### src/rtl/rr_arbiter8.sv
// 8-way round-robin arbiter: a rotating priority pointer picks one owner, who keeps
// the grant until done. Optional forced release after MAX_HOLD cycles: `define ARB_TIMEOUT_EN.
module rr_arbiter8 #(
    parameter int N_REQ = 8
`ifdef ARB_TIMEOUT_EN
    ,
    parameter int MAX_HOLD = 16
`endif
) (
    input  logic                     clk_i,
    input  logic                     rst_ni,
    input  logic [N_REQ-1:0]         req_i,
    input  logic                     done_i,
    output logic [N_REQ-1:0]         gnt_o,
    output logic [$clog2(N_REQ)-1:0] gnt_idx_o,
    output logic                     gnt_valid_o,
    output logic                     timeout_o
);

    localparam int IDX_W = $clog2(N_REQ);

    typedef enum logic {
        IDLE,
        GRANT
    } state_e;

    state_e             state_q, state_d;
    logic [IDX_W-1:0]   ptr_q, ptr_d;
    logic [IDX_W-1:0]   gntIdx_q, gntIdx_d;
    logic [IDX_W-1:0]   winnerIdx;
    logic               winnerFound;
    logic               releaseNow;
    logic               holdExpired;

    // Search starts at the pointer and wraps, so the most recent owner has lowest priority.
    always_comb begin
        logic [IDX_W-1:0] candIdx;
        winnerFound = 1'b0;
        winnerIdx   = ptr_q;
        for (int k = 0; k < N_REQ; k++) begin
            candIdx = ptr_q + IDX_W'(k);
            if (!winnerFound && req_i[candIdx]) begin
                winnerFound = 1'b1;
                winnerIdx   = candIdx;
            end
        end
    end

`ifdef ARB_TIMEOUT_EN
    localparam int HOLD_W = $clog2(MAX_HOLD + 1);

    logic [HOLD_W-1:0] holdCnt_q, holdCnt_d;
    logic              timeout_q, timeout_d;

    // Counts the grant cycles already shown; the last allowed cycle triggers the release.
    assign holdExpired = (state_q == GRANT) && (holdCnt_q == HOLD_W'(MAX_HOLD - 1));

    always_comb begin
        holdCnt_d = holdCnt_q;
        if (state_q == IDLE) begin
            holdCnt_d = '0;
        end else if (!releaseNow) begin
            holdCnt_d = holdCnt_q + HOLD_W'(1);
        end
    end

    assign timeout_d = holdExpired && !done_i;

    always_ff @(posedge clk_i or negedge rst_ni) begin
        if (!rst_ni) begin
            holdCnt_q <= '0;
            timeout_q <= 1'b0;
        end else begin
            holdCnt_q <= holdCnt_d;
            timeout_q <= timeout_d;
        end
    end

    assign timeout_o = timeout_q;
`else
    assign holdExpired = 1'b0;
    assign timeout_o   = 1'b0;
`endif

    assign releaseNow = (state_q == GRANT) && (done_i || holdExpired);

    always_ff @(posedge clk_i or negedge rst_ni) begin
        if (!rst_ni) begin
            state_q  <= IDLE;
            ptr_q    <= '0;
            gntIdx_q <= '0;
        end else begin
            state_q  <= state_d;
            ptr_q    <= ptr_d;
            gntIdx_q <= gntIdx_d;
        end
    end

    always_comb begin
        state_d  = state_q;
        ptr_d    = ptr_q;
        gntIdx_d = gntIdx_q;
        unique case (state_q)
            IDLE: begin
                if (winnerFound) begin
                    state_d  = GRANT;
                    gntIdx_d = winnerIdx;
                end
            end
            GRANT: begin
                if (releaseNow) begin
                    state_d = IDLE;
                    ptr_d   = gntIdx_q + IDX_W'(1);
                end
            end
            default: state_d = IDLE;
        endcase
    end

    // Grant is a decode of the registered index, gated by the registered state.
    always_comb begin
        gnt_o       = '0;
        gnt_valid_o = (state_q == GRANT);
        gnt_idx_o   = gntIdx_q;
        if (state_q == GRANT) begin
            gnt_o[gntIdx_q] = 1'b1;
        end
    end

endmodule

### config.mk
export PLATFORM = sky130hd
export DESIGN_NAME = rr_arbiter8
export DESIGN_NICKNAME = d
export VERILOG_FILES = /design/src/rtl/rr_arbiter8.sv
export SDC_FILE = /design/constraint.sdc
export NUM_CORES = 1
export LEC_CHECK = 0
export CORE_ASPECT_RATIO = 0.9
export CORE_MARGIN = 3
export CORE_UTILIZATION = 45
export CTS_CLUSTER_DIAMETER = 100
export DETAILED_ROUTE_END_ITERATION = 16
export PLACE_DENSITY_LB_ADDON = 0.12
export SYNTH_ARGS = -nofsm -noshare
export SYNTH_HDL_FRONTEND = slang
export SYNTH_SLANG_ARGS = --single-unit
### constraint.sdc
create_clock -name clk_i -period 4.3 [get_ports clk_i]
set_input_delay 0.43 -clock clk_i [delete_from_list [all_inputs] [get_ports clk_i]]
set_output_delay 0.43 -clock clk_i [all_outputs]
set_load 0.02 [all_outputs]
==> impl_metrics.py, run 1 <==
metrics = {
    "logic_synthesis": {
        "synth_most_common_cell": "nand2_1",
        "synth_nets": 158,
        "synthTopCellsByArea": "mux4_2, dfrtp_1, mux4_1, mux2i_1, mux2_2",
        "synth_edf_count": 0,
        "synth_common_cells": "nand2_1, mux2i_1, nor2_1",
        "synth-main-ff-cell": "dfrtp_1",
        "ys.warnings.count": 0,
        "seq_area_frac_synth_pct": 12.4,
        "synth_seq_cells": 7,
        "async_flop_share_pct": 100,
        "ys_types": 49,
        "synth_top_area_share_pct": 12.7,
        "synth_top_area_cell": "mux4_2",
        "syn_area_sq_um": 1420,
        "syn_avg_cell_area_sq_um": 9.84,
        "synthCells": 144,
    },
    "timing": {
        "holdWs_ns": 0.430,
        "final.setup.tns_ns": 0,
        "grt_setup_unrepaired": "no",
        "slew_headroom_pct": 54.3,
        "fmax_mhz": 325,
        "final.period_utilization_pct": 71.5,
        "worst_pin_slew_ns": 0.686,
        "timing.final.crit_period_ns": 3.07,
        "setup_violations": 0,
        "slew_violations": 0,
        "hold_viol": 0,
        "finalClockSkew_ns": 0.00176,
        "worst_slack_ns": 1.23,
    },
    "global_routing": {
        "grt_max_degree": 24,
        "overflow": 0,
        "grt_pass1_wl_mm": 6.02,
        "grtUsageTotal_pct": 20.0,
        "antenna_found_initial": 0,
        "grt_pass1_vias": 1215,
    },
    "placement": {
        "gp_congestion": 0.973,
        "port_buffers": 22,
        "dpl.hpwl_mm": 2.75,
        "place_inst": 199,
        "place_ws_ns": 1.25,
    },
    "final_layout": {
        "area.growth.synth_to_final_pct": 17.5,
        "final_cells": 203,
        "antenna_cells": 0,
        "nNetsFinal": 178,
        "drive_gt1_share_pct": 17.2,
    },
    "route": {
        "final_antenna_net_count": 0,
        "drc_errors": 0,
        "postRouteWirelength_mm": 3.49,
        "first_iter_violations": 106,
        "routed_via_density": 6.31,
        "wl_per_cell_um": 17.2,
        "dr.pass1.iters": 4,
        "num_vias": 1280,
    },
    "worst_setup_path": {
        "start_kind": "register",
        "critPathRequiredTime_ns": 4.44,
        "crit_fanout": 14,
        "criticalPathCategory": "reg2reg",
        "arrival_ns": 3.21,
        "worstSetupEndpointType": "register",
    },
    "clock_network": {
        "numCtsBuffers": 3,
        "cts-root-buf": "clkbuf_4",
        "path_clk_slew_ns": 0.05,
        "cts_max_level": 1,
        "cts_tree": "done",
        "hold_buffers": 0,
        "cts_sinks": 7,
        "insertion_delay_ns": 0.26,
        "post-cts-setup-buffers": 0,
        "clk_path_buf_depth": 2,
        "cts_resized": 0,
    },
    "floorplan": {
        "start_util_pct": 49.2,
        "pin_count": 24,
        "die_w_um": 65.2,
        "core_region_area_sq_um": 2880,
        "rows": 18,
        "die_h_um": 59.2,
        "dieArea_sq_um": 3860,
    },
    "power": {
        "power_leakage_nw": 0.625,
        "power_density_nw_per_um2": 817,
        "ir_worst_vdd_mv": 0.392,
        "fin_total_pwr_mw": 1.36,
    },
    "run": {
        "drv_cap": 0,
    },
    "hold_path": {
        "hold_class": "in2async",
    },
    "status": {
        "status": "finished, final reports clean",
    },
}
## sequential cells by signal, summed over array words and instances, names as in the netlist
signal,cells
gnt_valid_o,1
ptr_q,3
gnt_idx_o,3
## final cells by class
cell class                      instances  area, sq um
Multi-Input combinational cell        124         1170
Sequential cell                         7          175
Tap cell                               40         50.0
Timing Repair Buffer                   23          228
Fill cell                             267         1220
Clock buffer                            4         26.3
Inverter                                5         18.8
## power by group
part | internal [mW] | switching, mW
Sequential | 0.0912 | 0.0745
Combinational | 0.526 | 0.607
Clock | 0.0355 | 0.0256
## final timing paths
check	startpoint	end	slack [ns]	depth (start not counted)
worst max-delay path	ptr_q[1]	gnt_idx_o[0]	1.23	8
worst min-delay path	rst_ni	gnt_valid_o	0.43	1
worst max register to register	ptr_q[1]	gnt_idx_o[0]	1.23	8
worst min register to register	gnt_idx_o[1]	gnt_idx_o[1]	0.62	2
max in group asynchronous	rst_ni	ptr_q[0]	3.63	1
min in group clk_i	gnt_idx_o[1]	gnt_idx_o[1]	0.62	2
## worst max-delay path, stage by stage (launching register included)
cell and delay [ns]:
dfrtp_1 0.65, inv_1 0.17, ha_1 0.63, mux4_1 0.45, mux2i_1 0.38, and2_1 0.24, a41o_4 0.23, nand4bb_1 0.13
nand3_1 0.08
## placed cells by master (no fill, tap or decap), types with 3 or more instances in the layout
cell type	n
clkdlybuf4s50_1	22
nand2_1	13
mux2i_1	10
nor2_1	9
mux4_2	8
mux2_2	8
o21ai_0	7
dfrtp_1	7
mux4_1	6
a21oi_1	6
nand2b_1	5
inv_1	5
nand3_1	4
a32o_1	3
a31oi_1	3
o21bai_1	3
ha_1	3
clkbuf_4	3
## per-layer routing
metal | track usage (%) | part of all wire, % | up-vias
met2 | 28.4 | 42 | 58
met3 | 4.36 | 8.1 | 10
met5 | 0 | 0 | -
met4 | 4.44 | 1.9 | 0
met1 | 30.8 | 48 | 604
li1 | - | - | 608
## through the flow
stage               area (sq um)  utilization [%]
floorplan                   1420                -
global placement            1640             56.9
detailed placement          1640             56.9
CTS                         1670             57.8
global route                1670             57.8
finish                      1670             57.8
## logic make-up (layout without fill, tap and decap cells)
kind of cell | count (synthesis) | in the layout | share of synthesized area, %
other cells | 1 | 1 | 0.265
buf+inv | 13 | 32 | 5.29
fa+ha+maj | 3 | 3 | 2.65
flops | 7 | 7 | 12.4
compound gates | 39 | 39 | 21.3
mux | 33 | 33 | 38.8
simple gates | 43 | 43 | 15.7
xor+xnor | 5 | 5 | 3.62
Power figures use the tool's default switching activity.
==> inputs of run 2 (changes only) <==
==> constraint.sdc (replaced) <==
create_clock -name clk_i -period 2.7 [get_ports clk_i]
set_input_delay 0.27 -clock clk_i [delete_from_list [all_inputs] [get_ports clk_i]]
set_output_delay 0.27 -clock clk_i [all_outputs]
set_load 0.02 [all_outputs]
==> run 2 against run 1 <==
Non-clock buffer count rose by 7. Flip-flop and latch count did not move. Final cell count rose by 3.4%. Sequential share of layout area fell by 0.35 points. Final area rose by 3.5%. Critical path type unchanged. Highest routed layer unchanged.
==> impl_metrics.py, run 2 (synthesized netlist as in run 1, its figures left out) <==
metrics = {
    "global_routing": {
        "antenna_found_initial": 0,
        "grt_max_degree": 17,
        "grtUsageTotal_pct": 21.2,
        "grt_pass1_wl_mm": 6.16,
        "grt_pass1_vias": 1253,
        "overflow": 0,
    },
    "worst_setup_path": {
        "arrival_ns": 2.67,
        "worstSetupEndpointType": "register",
        "crit_buf_inv": 1,
        "cp_num_cells": 7,
        "cp_cell_sequence": "buf_4, mux4_1, mux2i_4, a311oi_1, o21ai_0, o211ai_1, a32o_1",
        "start_kind": "register",
        "crit_fanout": 16,
        "cpMaxStageDelayCell": "mux4_1",
        "r2r_cells": 7,
        "criticalPathCategory": "reg2reg",
        "cp_slowest_stage_delay_ns": 0.76,
        "crit_family": "multiplexers",
        "critPathRequiredTime_ns": 2.85,
    },
    "timing": {
        "final.period_utilization_pct": 93.4,
        "slew_headroom_pct": 58.6,
        "finalClockSkew_ns": 0.00163,
        "fmax_mhz": 396,
        "grt_setup_unrepaired": "no",
        "hold_viol": 0,
        "final.setup.tns_ns": 0,
        "worst_slack_ns": 0.177,
        "timing.final.crit_period_ns": 2.52,
        "worst_pin_slew_ns": 0.621,
        "setup_violations": 0,
        "slew_violations": 0,
    },
    "floorplan": {
        "start_util_pct": 49.2,
        "pin_count": 24,
        "dieArea_sq_um": 3860,
        "rows": 18,
        "die_w_um": 65.2,
        "die_h_um": 59.2,
        "core_region_area_sq_um": 2880,
    },
    "power": {
        "ir_worst_vdd_mv": 0.690,
        "power_density_nw_per_um2": 1330,
        "power_leakage_nw": 0.666,
        "fin_total_pwr_mw": 2.30,
    },
    "placement": {
        "dpl.hpwl_mm": 2.96,
        "port_buffers": 22,
        "place_ws_ns": 0.0393,
        "gp_congestion": 0.885,
    },
    "final_layout": {
        "multi_input_area_sq_um": 1170,
        "nNetsFinal": 185,
        "antenna_cells": 0,
        "final_common_cell": "clkdlybuf4s50_1",
        "final_cell_mix": "clkdlybuf4s50_1, nand2_1, mux2i_1",
        "regArea_sq_um": 175,
        "drive_gt1_share_pct": 22.4,
        "area.growth.synth_to_final_pct": 21.5,
        "fillers": 262,
    },
    "route": {
        "wl_per_cell_um": 18.0,
        "num_vias": 1335,
        "postRouteWirelength_mm": 3.79,
        "first_iter_violations": 108,
        "drc_errors": 0,
        "dr.pass1.iters": 4,
        "routed_via_density": 6.36,
        "final_antenna_net_count": 0,
    },
    "run": {
        "drv_cap": 0,
    },
    "clock_network": {
        "clk_path_buf_depth": 2,
        "insertion_delay_ns": 0.26,
        "cts_tree": "done",
        "numCtsBuffers": 3,
        "cts-root-buf": "clkbuf_4",
        "cts_sinks": 7,
        "cts_max_level": 1,
        "path_clk_slew_ns": 0.06,
    },
    "status": {
        "status": "finished, final reports clean",
    },
    "hold_path": {
        "hold_class": "in2async",
    },
}
run 2: cell count changes in the layout (fill, tap and decap cells not counted):
cell / before / now
ha_2: 0 / 1
a32o_1: 3 / 2
buf_4: 1 / 8
clkinv_2: 0 / 1
ha_1: 3 / 2
a32o_2: 0 / 1
clkbuf_1: 1 / 0
run 2: repair_timing:
| item | in CTS | in global routing |
|---|---|---|
| resized for setup | 0 | 2 |
| setup endpoints to repair | 0 | 2 |
| hold buffers | 0 | 0 |
| setup buffers | 0 | 0 |
run 2: metal layers:
| layer | GRT usage [%] | up-vias | part of all wire [%] |
|---|---|---|---|
| met1 | 28.6 | 648 | 42 |
| met3 | 6.26 | 8 | 8.6 |
| li1 | - | 625 | - |
| met5 | 0 | - | 0 |
| met4 | 7.40 | 0 | 1.7 |
| met2 | 32.5 | 54 | 47 |
run 2: final cells by class:
cell class / count / share of cell area (%)
Tap cell: 40 / 2.90
Clock inverter: 1 / 0.290
Multi-Input combinational cell: 124 / 68.0
Timing Repair Buffer: 30 / 16.3
Sequential cell: 7 / 10.2
Inverter: 5 / 1.09
Clock buffer: 3 / 1.31
run 2: worst paths after layout:
path	from	end	slack, ns
min in group clk_i	gnt_idx_o[1]	gnt_idx_o[1]	0.62
worst max-delay path	ptr_q[0]	gnt_idx_o[2]	0.18
worst min register to register	gnt_idx_o[1]	gnt_idx_o[1]	0.62
worst min-delay path	rst_ni	ptr_q[2]	0.27
max in group asynchronous	rst_ni	gnt_idx_o[1]	2.19
worst max register to register	ptr_q[0]	gnt_idx_o[2]	0.18
run 2: power by group:
group / switching (mW) / total [mW] / internal [mW] / leakage (nW)
Sequential: 0.0870 / 0.233 / 0.146 / 0.0851
Clock: 0.0456 / 0.100 / 0.0545 / 0.0177
Combinational: 1.04 / 1.97 / 0.923 / 0.563
Total: 1.18 / 2.30 / 1.12 / 0.666
run 2: metrics by stage:
step	hold slack (ns)	area [sq um]	utilization [%]	std cells
2_1_floorplan	-0.0256	1420	-	144
3_3_place_gp	0.554	1690	58.7	206
3_5_place_dp	0.555	1690	58.7	206
4_1_cts	0.272	1720	59.6	210
5_1_grt	0.269	1720	59.8	210
6_report	0.265	1720	59.8	210
==> inputs of run 3 (changes only) <==
--- a/config.mk
+++ b/config.mk
@@ -7,10 +7,11 @@
 export LEC_CHECK = 0
 export CORE_ASPECT_RATIO = 0.9
 export CORE_MARGIN = 3
-export CORE_UTILIZATION = 45
+export CORE_UTILIZATION = 37
 export CTS_CLUSTER_DIAMETER = 100
 export DETAILED_ROUTE_END_ITERATION = 16
 export PLACE_DENSITY_LB_ADDON = 0.12
+export SETUP_SLACK_MARGIN = 0.4
 export SYNTH_ARGS = -nofsm -noshare
 export SYNTH_HDL_FRONTEND = slang
 export SYNTH_SLANG_ARGS = --single-unit
==> run 3 against run 2 <==
Die area rose by 19%. Sequential share of layout area fell by 1.3 points. Critical path depth rose by 1. Worst setup slack improved by 0.16 ns. Hold slack improved by 0.041 ns. Fmax rose by 7.0%. Clock power rose by 47%. Largest cell class unchanged. Highest routed layer unchanged.
==> impl_metrics.py, run 3 (synthesized netlist as in run 1, its figures left out) <==
metrics = {
    "timing": {
        "slew_headroom_pct": 59.0,
        "worst_pin_slew_ns": 0.615,
        "grt_setup_unrepaired": "yes",
        "setup_violations": 0,
        "finalClockSkew_ns": 0.00136,
        "fmax_mhz": 424,
        "slew_violations": 0,
        "final.setup.tns_ns": 0,
        "hold_viol": 0,
        "final.period_utilization_pct": 87.3,
        "timing.final.crit_period_ns": 2.36,
    },
    "worst_setup_path": {
        "start_kind": "register",
        "worstSetupEndpointType": "register",
        "cp_cell_sequence": "buf_4, buf_12, mux4_2, mux2_2, o21ai_0, nand2b_1, a211o_1, nand3_1",
        "crit_fanout": 10,
        "critPathRequiredTime_ns": 2.86,
        "cp_slowest_stage_delay_ns": 0.60,
        "arrival_ns": 2.52,
        "cpMaxStageDelayCell": "mux4_2",
        "criticalPathCategory": "reg2reg",
    },
    "clock_network": {
        "cts_max_level": 1,
        "insertion_delay_ns": 0.23,
        "cts_tree": "done",
        "cts_sinks": 7,
        "cts-root-buf": "clkbuf_8",
        "numCtsBuffers": 3,
        "clk_path_buf_depth": 2,
        "path_clk_slew_ns": 0.04,
    },
    "final_layout": {
        "fillers": 302,
        "area.growth.synth_to_final_pct": 39.0,
        "final_cell_mix": "clkdlybuf4s50_1, buf_4, nand2_1",
        "nNetsFinal": 202,
        "multi_input_area_sq_um": 1230,
        "regArea_sq_um": 175,
        "antenna_cells": 0,
        "fin_util_pct": 55.9,
        "drive_gt1_share_pct": 38.0,
    },
    "route": {
        "first_iter_violations": 66,
        "dr.pass1.iters": 4,
        "postRouteWirelength_mm": 4.25,
        "routed_via_density": 6.11,
        "num_vias": 1411,
        "final_antenna_net_count": 0,
        "drc_errors": 0,
        "wl_per_cell_um": 18.4,
    },
    "global_routing": {
        "grt_max_degree": 20,
        "grt_pass1_wl_mm": 6.66,
        "grtUsageTotal_pct": 18.1,
        "grt_pass1_vias": 1342,
        "antenna_found_initial": 0,
        "overflow": 0,
    },
    "placement": {
        "dpl.hpwl_mm": 2.84,
        "port_buffers": 22,
        "gp_congestion": 0.883,
    },
    "power": {
        "power_density_nw_per_um2": 1450,
        "fin_total_pwr_mw": 2.86,
        "power_leakage_nw": 0.759,
        "ir_worst_vdd_mv": 0.641,
    },
    "floorplan": {
        "core_region_area_sq_um": 3530,
        "dieArea_sq_um": 4610,
        "start_util_pct": 40.2,
        "die_h_um": 64.7,
        "rows": 20,
        "pin_count": 24,
        "die_w_um": 71.2,
    },
    "hold_path": {
        "hold_class": "in2async",
    },
    "run": {
        "drv_cap": 0,
    },
    "status": {
        "status": "finished, final reports clean",
    },
}
-- run 3: through the flow --
stage / cells / hold slack, ns / area [sq um] / worst slack (ns)
after floorplan: 144 / -0.0256 / 1460 / 0.404
after global placement: 210 / 0.560 / 1730 / 0.130
after detailed placement: 210 / 0.552 / 1730 / 0.114
after CTS: 226 / 0.316 / 1880 / 0.391
after global routing: 231 / 0.320 / 1970 / 0.240
final: 231 / 0.306 / 1970 / 0.342
-- run 3: routing by layer --
metal  wire length [um]  global-route usage, %  vias to the layer above
met5                  0                      0                        -
met4                 25                   1.88                        0
met3                233                   3.26                        4
met2               2040                   28.1                       35
met1               1960                   27.0                      717
li1                   -                      -                      655
-- run 3: worst paths after layout --
kind / startpoint / end / slack, ns / cells after the start
worst min register to register: ptr_q[1] / ptr_q[1] / 0.61 / 1
worst max-delay path: ptr_q[0] / gnt_idx_o[0] / 0.34 / 8
worst min-delay path: rst_ni / ptr_q[2] / 0.31 / 1
min in group clk_i: ptr_q[1] / ptr_q[1] / 0.61 / 1
worst max register to register: ptr_q[0] / gnt_idx_o[0] / 0.34 / 8
max in group asynchronous: rst_ni / gnt_idx_o[2] / 2.16 / 1
-- run 3: repair_timing --
action / in CTS / in global routing
pin swaps: 4 / 3
cloned: 0 / 1
resized for setup: 8 / 9
setup buffers: 12 / 4
hold buffers: 0 / 0
setup endpoints to repair: 4 / 4
-- run 3: report_power, final --
part	leakage, nW	switching (mW)	total, mW	internal [mW]
clock	0.0228	0.0445	0.147	0.102
sequential	0.0851	0.0928	0.239	0.146
combinational	0.652	1.22	2.48	1.26
-- run 3: final cells by class --
type                    count  share of cell area, %
multi-input cells         124                   62.5
inverters                   5                   1.08
well taps                  44                   2.79
clock buffers               4                   2.29
repair buffers             47                   22.4
flip-flops and latches      7                   8.89
-- run 3: critical path, delay by kind of cell, from the launching register on --
family	cells	cell delay, ns
compound gates	2	0.54
buf+inv	2	0.28
flops	1	0.36
simple gates	2	0.19
mux	2	0.93
